--- config.mk ---
export PLATFORM = sky130hd
export DESIGN_NAME = sj_input_stage
export DESIGN_NICKNAME = d
export VERILOG_FILES = /design/src/rtl/sj_input_stage.sv
export SDC_FILE = /design/constraint.sdc
export NUM_CORES = 1
export LEC_CHECK = 0
export CAP_MARGIN = 20
export CORE_ASPECT_RATIO = 0.7
export CORE_MARGIN = 8
export CORE_UTILIZATION = 58
export DETAILED_ROUTE_END_ITERATION = 10
export PLACE_DENSITY_LB_ADDON = 0.3
export SYNTH_ARGS = -nofsm -noshare
export SYNTH_HDL_FRONTEND = slang
export SYNTH_SLANG_ARGS = --single-unit
--- constraint.sdc ---
create_clock -name clk -period 6.1 [get_ports clk]
set_clock_uncertainty 0.2 [all_clocks]
set_input_delay 1.525 -clock clk [delete_from_list [all_inputs] [get_ports clk]]
set_output_delay 1.525 -clock clk [all_outputs]
set_load 0.005 [all_outputs]
--- src/rtl/sj_input_stage.sv ---
// Pad input front-end: 2-flop sync, STABLE_CYCLES glitch filter, DEPTH-entry {A,B} FIFO.
// Latency: pad change to out_valid is STABLE_CYCLES+3 edges into an empty FIFO.
// Backpressure: head held while out_ready=0; commits into a full FIFO are dropped and flagged.
// Optional feature macro SJ_IN_OVF_CNT_EN adds a saturating 8-bit drop counter (ovf_count).
module sj_input_stage #(
   parameter int WIDTH         = 8,
   parameter int STABLE_CYCLES = 4,
   parameter int DEPTH         = 4
) (
   input  logic                       clk,
   input  logic                       RST,
   input  logic [WIDTH-1:0]           readA_pad,
   input  logic [WIDTH-1:0]           readB_pad,
   output logic [WIDTH-1:0]           readA,
   output logic [WIDTH-1:0]           readB,
   output logic                       out_valid,
   input  logic                       out_ready,
   output logic [$clog2(DEPTH+1)-1:0] count,
   output logic                       overflow
`ifdef SJ_IN_OVF_CNT_EN
   ,
   output logic [7:0]                 ovf_count
`endif
);

   localparam int PW   = 2 * WIDTH;
   localparam int CNTW = $clog2(DEPTH + 1);
   localparam int PTRW = $clog2(DEPTH);
   localparam int FW   = $clog2(STABLE_CYCLES + 1);

   typedef enum logic [1:0] {IDLE = 2'd0, SETTLE = 2'd1, COMMIT = 2'd2} state_t;

   logic [PW-1:0]   s1, s2;
   state_t          state, state_n;
   logic [PW-1:0]   cand, cand_n;
   logic [FW-1:0]   cnt, cnt_n;
   logic [PW-1:0]   last_accepted;
   logic            commit;

   logic [PW-1:0]   mem [DEPTH];
   logic [PTRW-1:0] rd_ptr, wr_ptr;
   logic [CNTW-1:0] count_n;
   logic            pop, push, drop;
   logic [PW-1:0]   head;

   // Two-flop synchroniser on the concatenated {A,B} pad bus
   always_ff @(posedge clk or posedge RST) begin
      if (RST) begin
         s1 <= '0;
         s2 <= '0;
      end else begin
         s1 <= {readA_pad, readB_pad};
         s2 <= s1;
      end
   end

   // Filter state register: state, candidate value and its stability count
   always_ff @(posedge clk or posedge RST) begin
      if (RST) begin
         state <= IDLE;
         cand  <= '0;
         cnt   <= '0;
      end else begin
         state <= state_n;
         cand  <= cand_n;
         cnt   <= cnt_n;
      end
   end

   // Filter next state: track a new candidate until it has been stable long enough
   always_comb begin
      state_n = state;
      cand_n  = cand;
      cnt_n   = cnt;
      case (state)
         IDLE: begin
            if (s2 != last_accepted) begin
               cand_n  = s2;
               cnt_n   = FW'(1);
               state_n = SETTLE;
            end
         end
         SETTLE: begin
            if (s2 != cand) begin
               cand_n = s2;
               cnt_n  = FW'(1);
               if (s2 == last_accepted) state_n = IDLE;
            end else begin
               cnt_n = cnt + FW'(1);
               if (cnt_n == FW'(STABLE_CYCLES)) state_n = COMMIT;
            end
         end
         COMMIT:  state_n = IDLE;
         default: state_n = IDLE;
      endcase
   end

   // Filter output: COMMIT lasts one cycle and hands the candidate to the FIFO
   always_comb begin
      commit = 1'b0;
      if (state == COMMIT) commit = 1'b1;
   end

   // Remember the last committed pair so a return to it counts as a glitch
   always_ff @(posedge clk or posedge RST) begin
      if (RST)         last_accepted <= '0;
      else if (commit) last_accepted <= cand;
   end

   assign pop  = out_valid && out_ready;
   assign push = commit && ((count < CNTW'(DEPTH)) || pop);
   assign drop = commit && !push;

   // Occupancy update; simultaneous push and pop leaves the count unchanged
   always_comb begin
      count_n = count;
      case ({push, pop})
         2'b10:   count_n = count + CNTW'(1);
         2'b01:   count_n = count - CNTW'(1);
         default: count_n = count;
      endcase
   end

   // FIFO storage, pointers, count and registered valid
   always_ff @(posedge clk or posedge RST) begin
      if (RST) begin
         for (int i = 0; i < DEPTH; i++) mem[i] <= '0;
         rd_ptr    <= '0;
         wr_ptr    <= '0;
         count     <= '0;
         out_valid <= 1'b0;
      end else begin
         if (push) begin
            mem[wr_ptr] <= cand;
            wr_ptr      <= wr_ptr + PTRW'(1);
         end
         if (pop) rd_ptr <= rd_ptr + PTRW'(1);
         count     <= count_n;
         out_valid <= (count_n != '0);
      end
   end

   assign head  = mem[rd_ptr];
   assign readA = head[PW-1:WIDTH];
   assign readB = head[WIDTH-1:0];

`ifdef SJ_IN_OVF_CNT_EN
   // Saturating count of commits dropped against a full FIFO
   always_ff @(posedge clk or posedge RST) begin
      if (RST)                                ovf_count <= '0;
      else if (drop && (ovf_count != 8'hFF))  ovf_count <= ovf_count + 8'd1;
   end

   assign overflow = (ovf_count != 8'd0);
`else
   // Sticky flag: set on the first dropped commit, cleared only by reset
   always_ff @(posedge clk or posedge RST) begin
      if (RST)       overflow <= 1'b0;
      else if (drop) overflow <= 1'b1;
   end
`endif

endmodule

==> results of run 1 <==
[routing by layer]
| metal | GRT usage [%] | vias to the layer above | share of wire, % |
|---|---|---|---|
| li1 | - | 1379 | - |
| met1 | 23.04 | 1623 | 47 |
| met2 | 28.21 | 49 | 47 |
| met3 | 5.240 | 14 | 4.3 |
| met4 | 6.308 | 0 | 1.3 |
| met5 | 0 | - | 0 |
[synthesized netlist by cell type]
cell	number	area, sq um
ha_1	7	87.58
a41o_1	1	10.01
dfrtp_1	142	3553
mux4_2	16	360.4
nand2_1	5	18.77
xnor2_1	36	315.3
buf_4	4	30.03
o22ai_1	1	6.260
a221oi_4	1	26.28
buf_12	1	20.02
o21ai_0	2	10.01
or3_1	1	6.260
mux2_4	10	150.1
xor2_1	3	26.28
a311oi_1	1	8.760
and2_2	1	7.510
nor2_1	2	7.510
nand4b_1	1	8.760
a21oi_2	1	8.760
nor3_2	2	20.02
clkbuf_1	2	7.510
mux2_2	88	991.0
inv_1	9	33.78
buf_1	1	3.750
nand4_2	1	12.51
nand3_1	1	5.000
nor4_1	1	6.260
nand3b_1	1	7.510
buf_2	3	15.01
nand4_1	6	37.54
nor4_4	1	21.27
a21boi_0	1	7.510
nand2_2	5	31.28
a21oi_1	1	5.000
fa_1	1	20.02
[worst register-to-register path, delay by kind of cell, from the launching register on]
family,cells,cell delay (ns)
compound gates,1,0.48
xor+xnor,2,0.32
fa+ha+maj,2,0.63
buf+inv,1,0.10
flops,1,0.54
simple gates,3,0.77
[per-stage QoR]
stage	util [%]	instances
global route	71.78	548
detailed placement	65.21	518
finish	71.78	548
CTS	71.78	548
floorplan	-	360
global placement	65.06	517
[cell families (layout without fill, tap and decap cells)]
group                    after synthesis  after routing  share of synthesized area [%]
flip-flops                           142            142                          60.36
AO/OA/AOI/OAI                          9              9                          1.403
multiplexers                         114            114                          25.50
buffers and inverters                 20             80                          1.870
AND/OR/NAND/NOR                       28             28                          3.231
adder cells (fa/ha/maj)                8              8                          1.828
XOR/XNOR                              39             39                          5.802
[cell type report]
type                    count  share of cell area [%]
multi-input cells         198                   31.62
repair buffers             41                   5.872
flip-flops and latches    142                   50.53
well taps                 128                   2.278
clock inverters            10                   2.651
clock buffers              20                   6.495
inverters                   9                  0.5516
[worst paths after layout]
check | from | to | slack [ns] | cells past startpoint
max | rd_ptr[0] | readA[5] | 1.91 | 3
min | s1[3] | s2[3] | 0.14 | 0
max reg2reg | state[1] | out_valid | 2.94 | 9
min reg2reg | s1[3] | s2[3] | 0.14 | 0
max in group asynchronous | RST | mem[1] | 3.15 | 3
min in group asynchronous | RST | s1[8] | 1.47 | 2
[where the power goes]
part           leakage, nW  switching, mW  internal (mW)  total [mW]
logic                 1.12         0.0762          0.122       0.198
clock network        0.305          0.382          0.743        1.12
registers             1.85         0.0854          0.977        1.06
total                 3.27          0.543           1.84        2.39
[registers in the layout, indices dropped and copies added, names as in the netlist]
signal and count:
cnt 3, rd_ptr 2, s1 16, wr_ptr 2
last_accepted 16, out_valid 1, overflow 1, cand 16
count 3, mem 64, state 2, s2 16
==> metrics.cfg, run 1 <==
[outcome]
outcome = completed

[worst_hold_path]
hold_path.class = reg -> reg

[cells_and_area]
regArea_sq_um = 3553
fillers = 601
mostFrequentLayoutCell = dfrtp_1
num_antenna_cells = 0
syn_to_final_growth_pct = 19.45
final_cell_area_sq_um = 7032
nNetsFinal = 436
final_cell_mix = dfrtp_1 (142), mux2_2 (88), clkdlybuf4s50_1 (39)
multi_input_area_sq_um = 2223
drive_gt1_share_pct = 37.62

[power_and_ir_drop]
leakage_nw = 3.274
power_density_nw_per_um2 = 339.2
ir_worst_vdd_uv = 248.2
finalPower_mw = 2.385

[critical_path]
cpMaxStageDelayCell = dfrtp_1
required_ns = 4.38
crit_family = flip-flops
crit_buf_inv = 2
crit_fanout = 11
cp-start-kind = flip-flop
worst_setup_path_end_kind = output port
crit_chain = buf_8 > mux4_2 > clkdlybuf4s50_1
max_stage_delay_ns = 0.80
crit_type = reg -> out
arrival_ns = 2.47

[cts]
numCtsBuffers = 17
clkTransAtPathRegs_ns = 0.06
clk_latency_ns = 0.41
h-tree-depth = 4
post_cts_resized = 0
cts_sinks = 142
postCtsSetupRepairBufs = 0
hold_buffers = 0
cts_tree = yes
cts-root-buf = clkbuf_16
clockBufferDepth = 2

[floorplan]
fp.dieH_microns = 100.3
core.rowCount = 30
io_pins = 40
core_sq_um = 9797
die_area_sq_um = 13680
initial_utilization_pct = 60.09
die_x_microns = 136.4

[sta]
setup_ws_ns = 1.909
hold_viol = 0
slew_violations = 0
finalCritPeriodShare_pct = 68.71
max_slew.worst_pin.slew_ns = 1.140
slew_headroom_pct = 24.00
rsz0062_at_grt = no
max_freq_ghz = 0.2386
finalSetupViolations = 0
fin_crit_ns = 4.191
setup-tns-final_ns = 0
fin_hold_ws_ns = 0.1442

[job]
drv_cap = 0

[logic_synthesis]
synth_nets = 387
postSynthAreaPerCell_sq_um = 16.35
synth_cell_types = 35
syn_area_sq_um = 5887
yosysSeqAreaShare_pct = 60.36
synth-seq-cells = 142
synthCells = 360
ys_warn_count = 0

[placement]
io_buffer_count = 39
dpl_cell_area_sq_um = 6389
dpl_worst_slack_ns = 1.763
place_congestion = 0.7184
dp_hpwl_microns = 7301

[global_route]
grt_overflow = 0
grt_max_degree = 110
grt_usage_pct = 17.85
antenna_found_initial = 0
grt_pass1_wl_microns = 18430
grt_pass1_vias = 3467

[route]
vias = 3065
drt_iter0_drc = 134
wl_per_cell_microns = 20.33
viasPerCell = 5.593
drc = 0
antenna_left = 0
drtPass1Iterations = 4
wirelength_microns = 11140

Power figures use the tool's default switching activity.
==> run 2, diff against run 1 <==
--- a/config.mk
+++ b/config.mk
@@ -8,7 +8,7 @@
 export CAP_MARGIN = 20
 export CORE_ASPECT_RATIO = 0.7
 export CORE_MARGIN = 8
-export CORE_UTILIZATION = 58
+export CORE_UTILIZATION = 53
 export DETAILED_ROUTE_END_ITERATION = 10
 export PLACE_DENSITY_LB_ADDON = 0.3
 export SYNTH_ARGS = -nofsm -noshare
==> constraint.sdc (replaced) <==
create_clock -name clk -period 3.6 [get_ports clk]
set_clock_uncertainty 0.2 [all_clocks]
set_input_delay 0.9 -clock clk [delete_from_list [all_inputs] [get_ports clk]]
set_output_delay 0.9 -clock clk [all_outputs]
set_load 0.005 [all_outputs]
==> run 2 against run 1 <==
Compared with the run above:
- global-route usage is 1.9 points lower
- combinational power grew 100%
- final cell count up 5.8%
- hold slack better by 0.0022 ns
- highest routed layer unchanged
==> metrics.cfg, run 2 (synthesized netlist as in run 1, its figures left out) <==
[outcome]
outcome = completed  ; unchanged

[route]
wl_per_cell_microns = 18.22  ; was 20.33 microns
wirelength_microns = 10570  ; was 11140 microns
wl_met1_microns = 5108  ; was 5255 microns
top_layer_used = met4  ; unchanged
routed-wl-met2_microns = 4960  ; was 5260 microns
drtPass1Iterations = 4  ; unchanged
antenna_left = 0  ; unchanged
wl_met3_microns = 389  ; was 478 microns
vias = 3066  ; was 3065
viasPerCell = 5.286  ; was 5.593
drt_iter0_drc = 66  ; was 134
drc = 0  ; unchanged

[critical_path]
crit_buf_inv = 2  ; unchanged
max_stage_delay_ns = 0.57  ; was 0.80 ns
cp-start-kind = flip-flop  ; unchanged
crit_fanout = 16  ; was 11
reg2reg_from = state[0]  ; was state[1]
regToRegEndpoint = out_valid  ; unchanged
crit_family = buffers and inverters  ; was flip-flops
worst_setup_path_end_kind = output port  ; unchanged
crit_chain = buf_4 > mux4_2 > clkdlybuf4s50_1  ; was buf_8 > mux4_2 > clkdlybuf4s50_1
required_ns = 2.50  ; was 4.38 ns
arrival_ns = 2.19  ; was 2.47 ns
cpMaxStageDelayCell = mux4_2  ; was dfrtp_1
r2r_slack_ns = 0.78  ; was 2.94 ns
worstRegToRegCells = 10  ; was 9
crit_type = reg -> out  ; unchanged

[worst_hold_path]
worstHoldStart = s1[7]  ; was s1[3]
holdPathStages = 0  ; unchanged
hold_path.class = reg -> reg  ; unchanged
whs_endpoint = s2[7]  ; was s2[3]

[cells_and_area]
num_antenna_cells = 0  ; unchanged
mostFrequentLayoutCell = dfrtp_1  ; unchanged
syn_to_final_growth_pct = 19.94  ; was 19.45%
final_cell_area_sq_um = 7061  ; was 7032 sq um
largest-register = mem  ; unchanged
largest_register_ffs = 64  ; unchanged
final_cell_mix = dfrtp_1 (142), mux2_2 (88), clkdlybuf4s50_1 (39)  ; unchanged
nNetsFinal = 441  ; was 436
final_util_pct = 64.59  ; was 71.78%
drive_gt1_share_pct = 38.41  ; was 37.62%

[job]
drv_cap = 0  ; unchanged

[floorplan]
die_x_microns = 142.0  ; was 136.4 microns
initial_utilization_pct = 53.86  ; was 60.09%
die_area_sq_um = 14790  ; was 13680 sq um
core.rowCount = 32  ; was 30
io_pins = 40  ; unchanged
fp.dieH_microns = 104.2  ; was 100.3 microns
core_sq_um = 10930  ; was 9797 sq um

[sta]
fin_crit_ns = 3.287
finalCritPeriodShare_pct = 91.31
rsz0062_at_grt = no  ; unchanged
max_slew.worst_pin.slew_ns = 0.4745  ; was 1.140 ns
setup-tns-final_ns = 0  ; unchanged
slew_violations = 0  ; unchanged
finalSetupViolations = 0  ; unchanged
slew_headroom_pct = 68.19  ; was 24.00%
hold_viol = 0  ; unchanged
max_freq_ghz = 0.3042

[global_route]
grt_max_degree = 70  ; was 110
grt_pass1_wl_microns = 18110  ; was 18430 microns
grt_overflow = 0  ; unchanged
grt_usage_pct = 15.97  ; was 17.85%
antenna_found_initial = 0  ; unchanged
grt_pass1_vias = 3438  ; was 3467

[power_and_ir_drop]
ir_worst_vdd_uv = 464.3  ; was 248.2 uV
leakage_nw = 3.275  ; was 3.274 nW
power_density_nw_per_um2 = 550.5  ; was 339.2 nW/um^2
finalPower_mw = 3.886  ; was 2.385 mW

[cts]
hold_buffers = 0  ; unchanged
postCtsSetupRepairBufs = 0  ; unchanged
cts_sinks = 142  ; unchanged
clk_latency_ns = 0.42  ; was 0.41 ns
numCtsBuffers = 17  ; unchanged
clkTransAtPathRegs_ns = 0.06  ; about the same
post_cts_resized = 0  ; unchanged
clockBufferDepth = 2  ; unchanged
h-tree-depth = 4  ; unchanged
cts_tree = yes  ; unchanged
cts-root-buf = clkbuf_16  ; unchanged

[placement]
dpl_cell_area_sq_um = 6461  ; was 6389 sq um
dp_hpwl_microns = 7077  ; was 7301 microns
io_buffer_count = 39  ; unchanged
place_congestion = 0.7493  ; was 0.7184

## run 2: cell count changes in the layout (fill, tap and decap cells not counted), sizes merged
| cell | before | now |
|---|---|---|
| clkinvlp | 3 | 4 |
| bufinv | 5 | 3 |
| inv | 10 | 9 |
| clkbuf | 20 | 19 |
| buf | 2 | 7 |
| clkinv | 1 | 6 |
## run 2: where the power goes
group          internal, mW  switching, mW  total (mW)
Sequential             1.66         0.0713        1.73
Clock                  1.09          0.666        1.76
Combinational         0.206          0.193       0.399
## run 2: layout make-up
class                           instances  area, sq um
Clock buffer                           19        432.9
Clock inverter                         13        166.4
Fill cell                             806         3870
Inverter                                9        37.54
Multi-Input combinational cell        198         2223
Sequential cell                       142         3553
Tap cell                              153        191.4
Timing Repair Buffer                   46        455.4
## run 2: per-stage QoR
step / cells / setup slack (ns) / hold slack, ns
final: 580 / 0.3130 / 0.1464
after global routing: 580 / 0.1667 / 0.1519
after CTS: 580 / 0.2625 / 0.1480
after detailed placement: 548 / 0.1920 / 0.1347
after global placement: 548 / 0.3035 / 0.1318
after floorplan: 360 / 0.6163 / 0.1312
## run 2: how the worst max path moves through the flow
stage / depth (start not counted) / endpoint / from / slack [ns]
2_1_floorplan: 9 / out_valid / out_ready / 0.62
4_1_cts: 3 / readB[7] / rd_ptr[0] / 0.26
6_report: 3 / readB[2] / rd_ptr[0] / 0.31
3_5_place_dp: 10 / out_valid / out_ready / 0.19
5_1_grt: 3 / readB[2] / rd_ptr[0] / 0.17
3_3_place_gp: 10 / out_valid / out_ready / 0.30
## run 2: layer usage
layer,global-route usage (%),vias up
met1,21.30,1607
met3,5.044,9
met5,0,-
met2,23.94,51
li1,-,1399
met4,6.112,0
